==> src/rtl/fp_addsub_pkg.sv <==
// Shared modes, operand layout and operand classes for the FP add/sub front end.
package fp_addsub_pkg;

   localparam logic [1:0] MODE_PLUS            = 2'b00;
   localparam logic [1:0] MODE_MINUS           = 2'b01;
   localparam logic [1:0] MODE_REVERSE_MINUS   = 2'b10;
   localparam logic [1:0] MODE_PLUS_THEN_MINUS = 2'b11;

   localparam int unsigned FP_EXP_W = 8;
   localparam int unsigned FP_MAN_W = 23;

   typedef struct packed {
      logic                sign;
      logic [FP_EXP_W-1:0] exp;
      logic [FP_MAN_W-1:0] man;
   } fp_t;

   typedef enum logic [1:0] {NORM, ZERO, INF, NAN} fp_class_e;

endpackage

==> src/rtl/fp_mag_compare.sv <==
// Combinational magnitude compare: a_ge_b_o = |A| >= |B|, sign excluded.
module fp_mag_compare
   import fp_addsub_pkg::*;
#(
   parameter int unsigned EXP_W = 8,
   parameter int unsigned MAN_W = 23
) (
   input  logic [EXP_W-1:0] a_exp_i,
   input  logic [MAN_W-1:0] a_man_i,
   input  logic [EXP_W-1:0] b_exp_i,
   input  logic [MAN_W-1:0] b_man_i,
   output logic             a_ge_b_o
);

   // Exponent-major concatenation orders magnitudes the same way as the exp-then-man test.
   assign a_ge_b_o = {a_exp_i, a_man_i} >= {b_exp_i, b_man_i};

endmodule

==> src/rtl/fp_addsub_prep_pipe.sv <==
// Two-stage FP add/sub front end: classify and compare, then swap, align shift, sign and specials.
module fp_addsub_prep_pipe
   import fp_addsub_pkg::*;
#(
   parameter int unsigned EXP_W = 8,
   parameter int unsigned MAN_W = 23,
   parameter int unsigned SH_W  = $clog2(MAN_W + 4)
) (
   input  logic                   clk,
   input  logic                   rst_n,
   input  logic                   in_valid,
   output logic                   in_ready,
   input  logic [EXP_W+MAN_W:0]   in_a,
   input  logic [EXP_W+MAN_W:0]   in_b,
   input  logic                   in_sub,
   output logic                   out_valid,
   input  logic                   out_ready,
   output logic [1:0]             out_mode,
   output logic                   out_eff_sub,
   output logic                   out_sign,
   output logic                   out_swap,
   output logic [EXP_W-1:0]       out_exp_big,
   output logic [MAN_W:0]         out_man_big,
   output logic [MAN_W:0]         out_man_small,
   output logic [SH_W-1:0]        out_shift,
   output logic                   out_nan,
   output logic                   out_inf,
   output logic                   out_zero
);

   localparam int unsigned SHIFT_MAX = MAN_W + 3;

   typedef struct packed {
      logic             sign;
      logic [EXP_W-1:0] exp;
      logic [MAN_W-1:0] man;
   } op_t;

   function automatic fp_class_e classify(op_t op);
      if (&op.exp) return (op.man == '0) ? INF : NAN;
      if (op.exp == '0 && op.man == '0) return ZERO;
      return NORM;
   endfunction

   logic s1_valid_q, s2_valid_q, s1_adv, s1_load, s2_load;

   assign s1_adv    = ~s2_valid_q | out_ready;
   assign in_ready  = ~s1_valid_q | s1_adv;
   assign s1_load   = in_valid & in_ready;
   assign s2_load   = s1_valid_q & s1_adv;
   assign out_valid = s2_valid_q;

   always_ff @(posedge clk or negedge rst_n) begin
      if (!rst_n) begin
         s1_valid_q <= 1'b0;
         s2_valid_q <= 1'b0;
      end else begin
         if (in_ready) s1_valid_q <= in_valid;
         if (s1_adv)   s2_valid_q <= s1_valid_q;
      end
   end

   // Stage 1: B carries its effective sign so mode is just the two stored signs.
   op_t       a_in, b_in, s1_a_q, s1_b_q;
   logic      a_ge_b, s1_a_ge_b_q;
   fp_class_e s1_cls_a_q, s1_cls_b_q;

   assign a_in = in_a;
   always_comb begin
      b_in      = in_b;
      b_in.sign = in_b[EXP_W+MAN_W] ^ in_sub;
   end

   fp_mag_compare #(
      .EXP_W (EXP_W),
      .MAN_W (MAN_W)
   ) u_mag_compare (
      .a_exp_i  (a_in.exp),
      .a_man_i  (a_in.man),
      .b_exp_i  (b_in.exp),
      .b_man_i  (b_in.man),
      .a_ge_b_o (a_ge_b)
   );

   always_ff @(posedge clk or negedge rst_n) begin
      if (!rst_n) begin
         s1_a_q      <= '0;
         s1_b_q      <= '0;
         s1_a_ge_b_q <= 1'b0;
         s1_cls_a_q  <= NORM;
         s1_cls_b_q  <= NORM;
      end else if (s1_load) begin
         s1_a_q      <= a_in;
         s1_b_q      <= b_in;
         s1_a_ge_b_q <= a_ge_b;
         s1_cls_a_q  <= classify(a_in);
         s1_cls_b_q  <= classify(b_in);
      end
   end

   // Stage 2 next-state
   logic             swap_d, eff_sub_d, sign_d, nan_d, inf_d, zero_d, mag_eq;
   logic             a_nan, b_nan, a_inf, b_inf;
   logic [1:0]       mode_d;
   logic [EXP_W-1:0] exp_big_d, exp_small, exp_big_eff, exp_small_eff, diff;
   logic [MAN_W:0]   man_big_d, man_small_d;
   logic [SH_W-1:0]  shift_d;

   always_comb begin
      swap_d        = ~s1_a_ge_b_q;
      mode_d        = {s1_a_q.sign, s1_b_q.sign};
      eff_sub_d     = ^mode_d;
      exp_big_d     = swap_d ? s1_b_q.exp : s1_a_q.exp;
      exp_small     = swap_d ? s1_a_q.exp : s1_b_q.exp;
      man_big_d     = swap_d ? {|s1_b_q.exp, s1_b_q.man} : {|s1_a_q.exp, s1_a_q.man};
      man_small_d   = swap_d ? {|s1_a_q.exp, s1_a_q.man} : {|s1_b_q.exp, s1_b_q.man};
      // Denormals share the scale of exponent 1.
      exp_big_eff   = (exp_big_d == '0) ? EXP_W'(1) : exp_big_d;
      exp_small_eff = (exp_small == '0) ? EXP_W'(1) : exp_small;
      diff          = exp_big_eff - exp_small_eff;
      shift_d       = (32'(diff) > SHIFT_MAX) ? SH_W'(SHIFT_MAX) : SH_W'(diff);
      mag_eq        = (s1_a_q.exp == s1_b_q.exp) && (s1_a_q.man == s1_b_q.man);

      a_nan  = (s1_cls_a_q == NAN);
      b_nan  = (s1_cls_b_q == NAN);
      a_inf  = (s1_cls_a_q == INF);
      b_inf  = (s1_cls_b_q == INF);
      nan_d  = a_nan | b_nan | (a_inf & b_inf & eff_sub_d);
      inf_d  = ~nan_d & (a_inf | b_inf);
      zero_d = (s1_cls_a_q == ZERO) & (s1_cls_b_q == ZERO);

      sign_d = 1'b0;
      case (mode_d)
         MODE_MINUS:           sign_d = swap_d;
         MODE_REVERSE_MINUS:   sign_d = ~swap_d;
         MODE_PLUS_THEN_MINUS: sign_d = 1'b1;
         default:              sign_d = 1'b0;
      endcase
      // Exact cancellation rounds to +0.
      if (eff_sub_d && mag_eq) sign_d = 1'b0;
      if (nan_d)       sign_d = 1'b0;
      else if (inf_d)  sign_d = a_inf ? s1_a_q.sign : s1_b_q.sign;
      else if (zero_d) sign_d = (mode_d == MODE_PLUS_THEN_MINUS);
   end

   always_ff @(posedge clk or negedge rst_n) begin
      if (!rst_n) begin
         out_mode      <= '0;
         out_eff_sub   <= 1'b0;
         out_sign      <= 1'b0;
         out_swap      <= 1'b0;
         out_exp_big   <= '0;
         out_man_big   <= '0;
         out_man_small <= '0;
         out_shift     <= '0;
         out_nan       <= 1'b0;
         out_inf       <= 1'b0;
         out_zero      <= 1'b0;
      end else if (s2_load) begin
         out_mode      <= mode_d;
         out_eff_sub   <= eff_sub_d;
         out_sign      <= sign_d;
         out_swap      <= swap_d;
         out_exp_big   <= exp_big_d;
         out_man_big   <= man_big_d;
         out_man_small <= man_small_d;
         out_shift     <= shift_d;
         out_nan       <= nan_d;
         out_inf       <= inf_d;
         out_zero      <= zero_d;
      end
   end

endmodule
==> config.mk <==
export PLATFORM = sky130hd
export DESIGN_NAME = fp_addsub_prep_pipe
export DESIGN_NICKNAME = d
export VERILOG_FILES = /design/src/rtl/fp_addsub_pkg.sv /design/src/rtl/fp_mag_compare.sv /design/src/rtl/fp_addsub_prep_pipe.sv
export SDC_FILE = /design/constraint.sdc
export NUM_CORES = 1
export LEC_CHECK = 0
export CORE_MARGIN = 1.5
export CORE_UTILIZATION = 35
export CTS_CLUSTER_SIZE = 16
export DETAILED_ROUTE_END_ITERATION = 16
export GPL_ROUTABILITY_DRIVEN = 0
export HOLD_SLACK_MARGIN = 0.05
export PLACE_DENSITY = 0.57
export SLEW_MARGIN = 40
export SYNTH_ARGS = -nofsm -noshare
export SYNTH_HDL_FRONTEND = slang
export SYNTH_SLANG_ARGS = --single-unit
==> constraint.sdc <==
create_clock -name clk -period 6.3 [get_ports clk]
set_input_delay 0.945 -clock clk [delete_from_list [all_inputs] [get_ports clk]]
set_output_delay 0.945 -clock clk [all_outputs]
set_load 0.05 [all_outputs]
==> results.md <==
* Outcome: complete, no violations
* Top-area cell type share of the netlist area at 0.469
* Hold Fails Final Rpt at 0
* Setup TNS at 0 ns
* Max VDD drop at ~200 µV
* Starting DRT DRC Count at 313
* Max-slew violation count at 0
* Starting Density at 0.357
* TritonCTS sink count at 140
* Num ports at 140
* CP cell instances: buf_12 -> mux2_2 -> nor4_1 -> a41oi_1 -> ha_1 -> fa_1 -> nand2b_1 -> a21oi_1 -> o22ai_1 -> mux2i_1 -> nor3_1 -> a32o_1
* Global-route wire length before repair at around 32,000 µm
* Worst EP required at around 6.7 ns
* CP startpoint: s1_a_ge_b_q
* P&R area growth vs syn at 30.5%
* Post-synth EDFFs at 0
* Max Cap Viol at 0
* Core area at 21,000 µm²
* CTS tree: built
* Rel. slew slack at 0.539
* Clk buf depth at 2
* Mean Syn Cell Area at 9.99 µm²
* Syn Nets at between 800 and 900
* FMAX at about 250 MHz
* Top post-synthesis cells by count: dfrtp_1 (140), nand2_1 (118), o21ai_0 (98)
* Clock buffer count from CTS at 17
* DIE AREA at 22,200 µm²
* Vias in the first global route at roughly 5,800
* Min cycle time layout at 4.07 ns
* Seq cells post-synth at 140
* Row Count at 53
* Ranking of synthesized cells by area: dfrtp_1 (47%), mux2i_1 (7.8%), ha_1 (6.7%)
* Post-CTS Resized at 0
* Die Width at 149 µm
* Synth unique cells at 46
* Post-synth ARST share at 1.00
* Post-DP HPWL at about 15,000 µm
* Routed WL at approximately 20,000 µm
* Critical Path AT at 4.43 ns
* Layout Skew at around 0.009 ns
* Diodes inserted at 0
* Mapped Cells at approximately 750
* Final nets at roughly 990
* Final ANT Viol Nets at 0
* Register area share after synthesis at 0.469
* Detailed-route via count at 5,832
* R2r startpoint: s1_a_ge_b_q
* Largest net degree at the start of global routing at 73
* Setup Fix Bufs, Post-CTS at 0
* Area occupied by multi-input gates at between 3000 and 4000 µm²
* Chip Height at 149 µm
* Clock transition at path regs at around 0.060 ns
* Fill count at 2,025
* Pwr dens at roughly 370 nW/µm²
* Total GRT Usage at 0.188
* Critical path's slowest cell: dfrtp_4
* Hold Crit Class: register to register
* Most frequent cell after synthesis: dfrtp_1
* Grt total ovfl at 0
* Crit path buf inv count at 1
* I/O Buffers at approximately 140
* Slew @ Worst Pin at a little under 0.7 ns
* H-tree lvl count at 4
* Synth warnings at 0
* Tcrit/Tclk final at 0.647
* Leak at roughly 4.3 nW
* Worst Setup Start Kind: register
* Remaining DRCs at 0
* Crit-path max cell delay at ~0.80 ns
* Top_reg_cell synth: dfrtp_1
* Hold Buf Count CTS at 0
* Flip-flop and latch area at about 3500 µm²
* Final Total Pwr at 3.63 mW
* Avg WL per Cell at between 15 and 20 µm
* Worst-Skew Late Latency at roughly 0.42 ns
* Via-to-Cell Ratio at roughly 5.0
* Final setup vio count at 0
* Crit Path Max Fanout at 38
* HP Start: out_exp_big[3]
* WS Path Type: register to register
* Syn Std Cell Area at around 7500 µm²
* Drt pass-1 iters at 5
* Root Buffer: clkbuf_16
* RSZ-0062 raised after global routing: no
* Layout cells sized above 1 at 0.0945
* Initial antenna violation count at 0
* CP Capture Type: register
* Largest delay share family, worst path: simple AND/OR/NAND/NOR gates
* Top cell type by total area after synthesis: dfrtp_1
area by class of cell:
type / count / area share
inverters: 38 / 0.0146
repair buffers: 143 / 0.148
clock inverters: 10 / 0.0171
multi-input cells: 537 / 0.379
clock buffers: 21 / 0.0462
flip-flops and latches: 140 / 0.360
well taps: 275 / 0.0353
power breakdown:
| part | internal (mW) | leakage [nW] | total (mW) | switching [mW] |
|---|---|---|---|---|
| sequential | 1.07 | 1.70 | 1.24 | 0.164 |
| clock | 0.672 | 0.293 | 1.06 | 0.391 |
| combinational | 0.507 | 2.30 | 1.33 | 0.822 |
metal layers:
layer	vias to the layer above	GRT usage	wire, µm
met4	0	0.0767	523
met2	132	0.285	8980
met1	2765	0.267	9870
met5	-	0	0
li1	2900	-	-
met3	35	0.0315	724
registers in the layout, summed over array words and instances (netlist names):
signal and count:
out_nan 1, out_swap 1, out_shift 5, out_sign 1
out_man_small 24, mode_d 2, s1_valid_q 1, s1_a_ge_b_q 1
out_man_big 24, out_eff_sub 1, s1_cls_a_q 2, out_zero 1
out_valid 1, s1_a_q 31, s1_b_q 31, out_exp_big 8
out_inf 1, out_mode 2, s1_cls_b_q 2
cells by family (layout without fill, tap and decap cells):
group,Yosys count,after routing,share of synthesized area
and+or+nand+nor,215,215,0.132
adders and majority gates,41,41,0.0697
xor gates and xnor gates,34,34,0.0399
AOI/OAI and AO/OA,146,146,0.109
muxes,101,101,0.142
DFF,140,140,0.469
buffers and inverters,71,212,0.0382
path summary, 6_finish.rpt:
check / end / slack [ns] / cells after the start
max in group asynchronous: s1_a_ge_b_q / 4.66 / 2
worst min-delay path: out_exp_big[3] / 0.47 / 2
worst min register to register: out_exp_big[3] / 0.47 / 2
worst max-delay path: out_shift[2] / 2.23 / 12
min in group asynchronous: out_man_big[14] / 0.53 / 1
worst max register to register: out_shift[2] / 2.23 / 12
worst reg2reg max path, stage by stage, from the launching register on:
cell and delay, ns:
dfrtp_4 0.80, buf_12 0.33, mux2_2 0.41, nor4_1 0.36
a41oi_1 0.22, ha_1 0.25, fa_1 0.39, nand2b_1 0.17
a21oi_1 0.22, o22ai_1 0.15, mux2i_1 0.16, nor3_1 0.33
a32o_1 0.23
cells in the final DEF (no fill, tap or decap), types with 2 or more instances in the layout:
cell / n
a211oi_1: 4
a21o_1: 2
a21oi_1: 20
a221o_1: 2
a22o_1: 2
a31oi_1: 3
and4_1: 2
buf_4: 2
buf_6: 2
bufinv_16: 4
clkbuf_1: 3
clkbuf_16: 17
clkdlybuf4s50_1: 138
clkinv_4: 3
clkinvlp_4: 2
dfrtp_1: 139
ha_1: 40
inv_1: 38
mux2_2: 43
mux2i_1: 58
nand2_1: 116
nand2_4: 2
nand2b_1: 7
nand3_1: 2
nand3b_1: 2
nand4_1: 19
nor2_1: 26
nor2b_1: 2
nor3_1: 8
nor4_1: 23
o211ai_1: 2
o21ai_0: 98
o22ai_1: 2
or2_2: 3
xnor2_1: 30
xor2_1: 4
metrics by stage:
stage	setup slack, ns	cell area (µm²)	util	std cells	hold slack (ns)
after floorplan	3.12	7470	-	748	0.471
after global placement	2.22	9110	0.435	1132	0.463
after detailed placement	2.29	9130	0.436	1133	0.464
after CTS	2.26	9750	0.465	1164	0.478
after global routing	1.88	9750	0.465	1164	0.511
final	2.23	9750	0.465	1164	0.470
(Power assumes the default switching activity.)
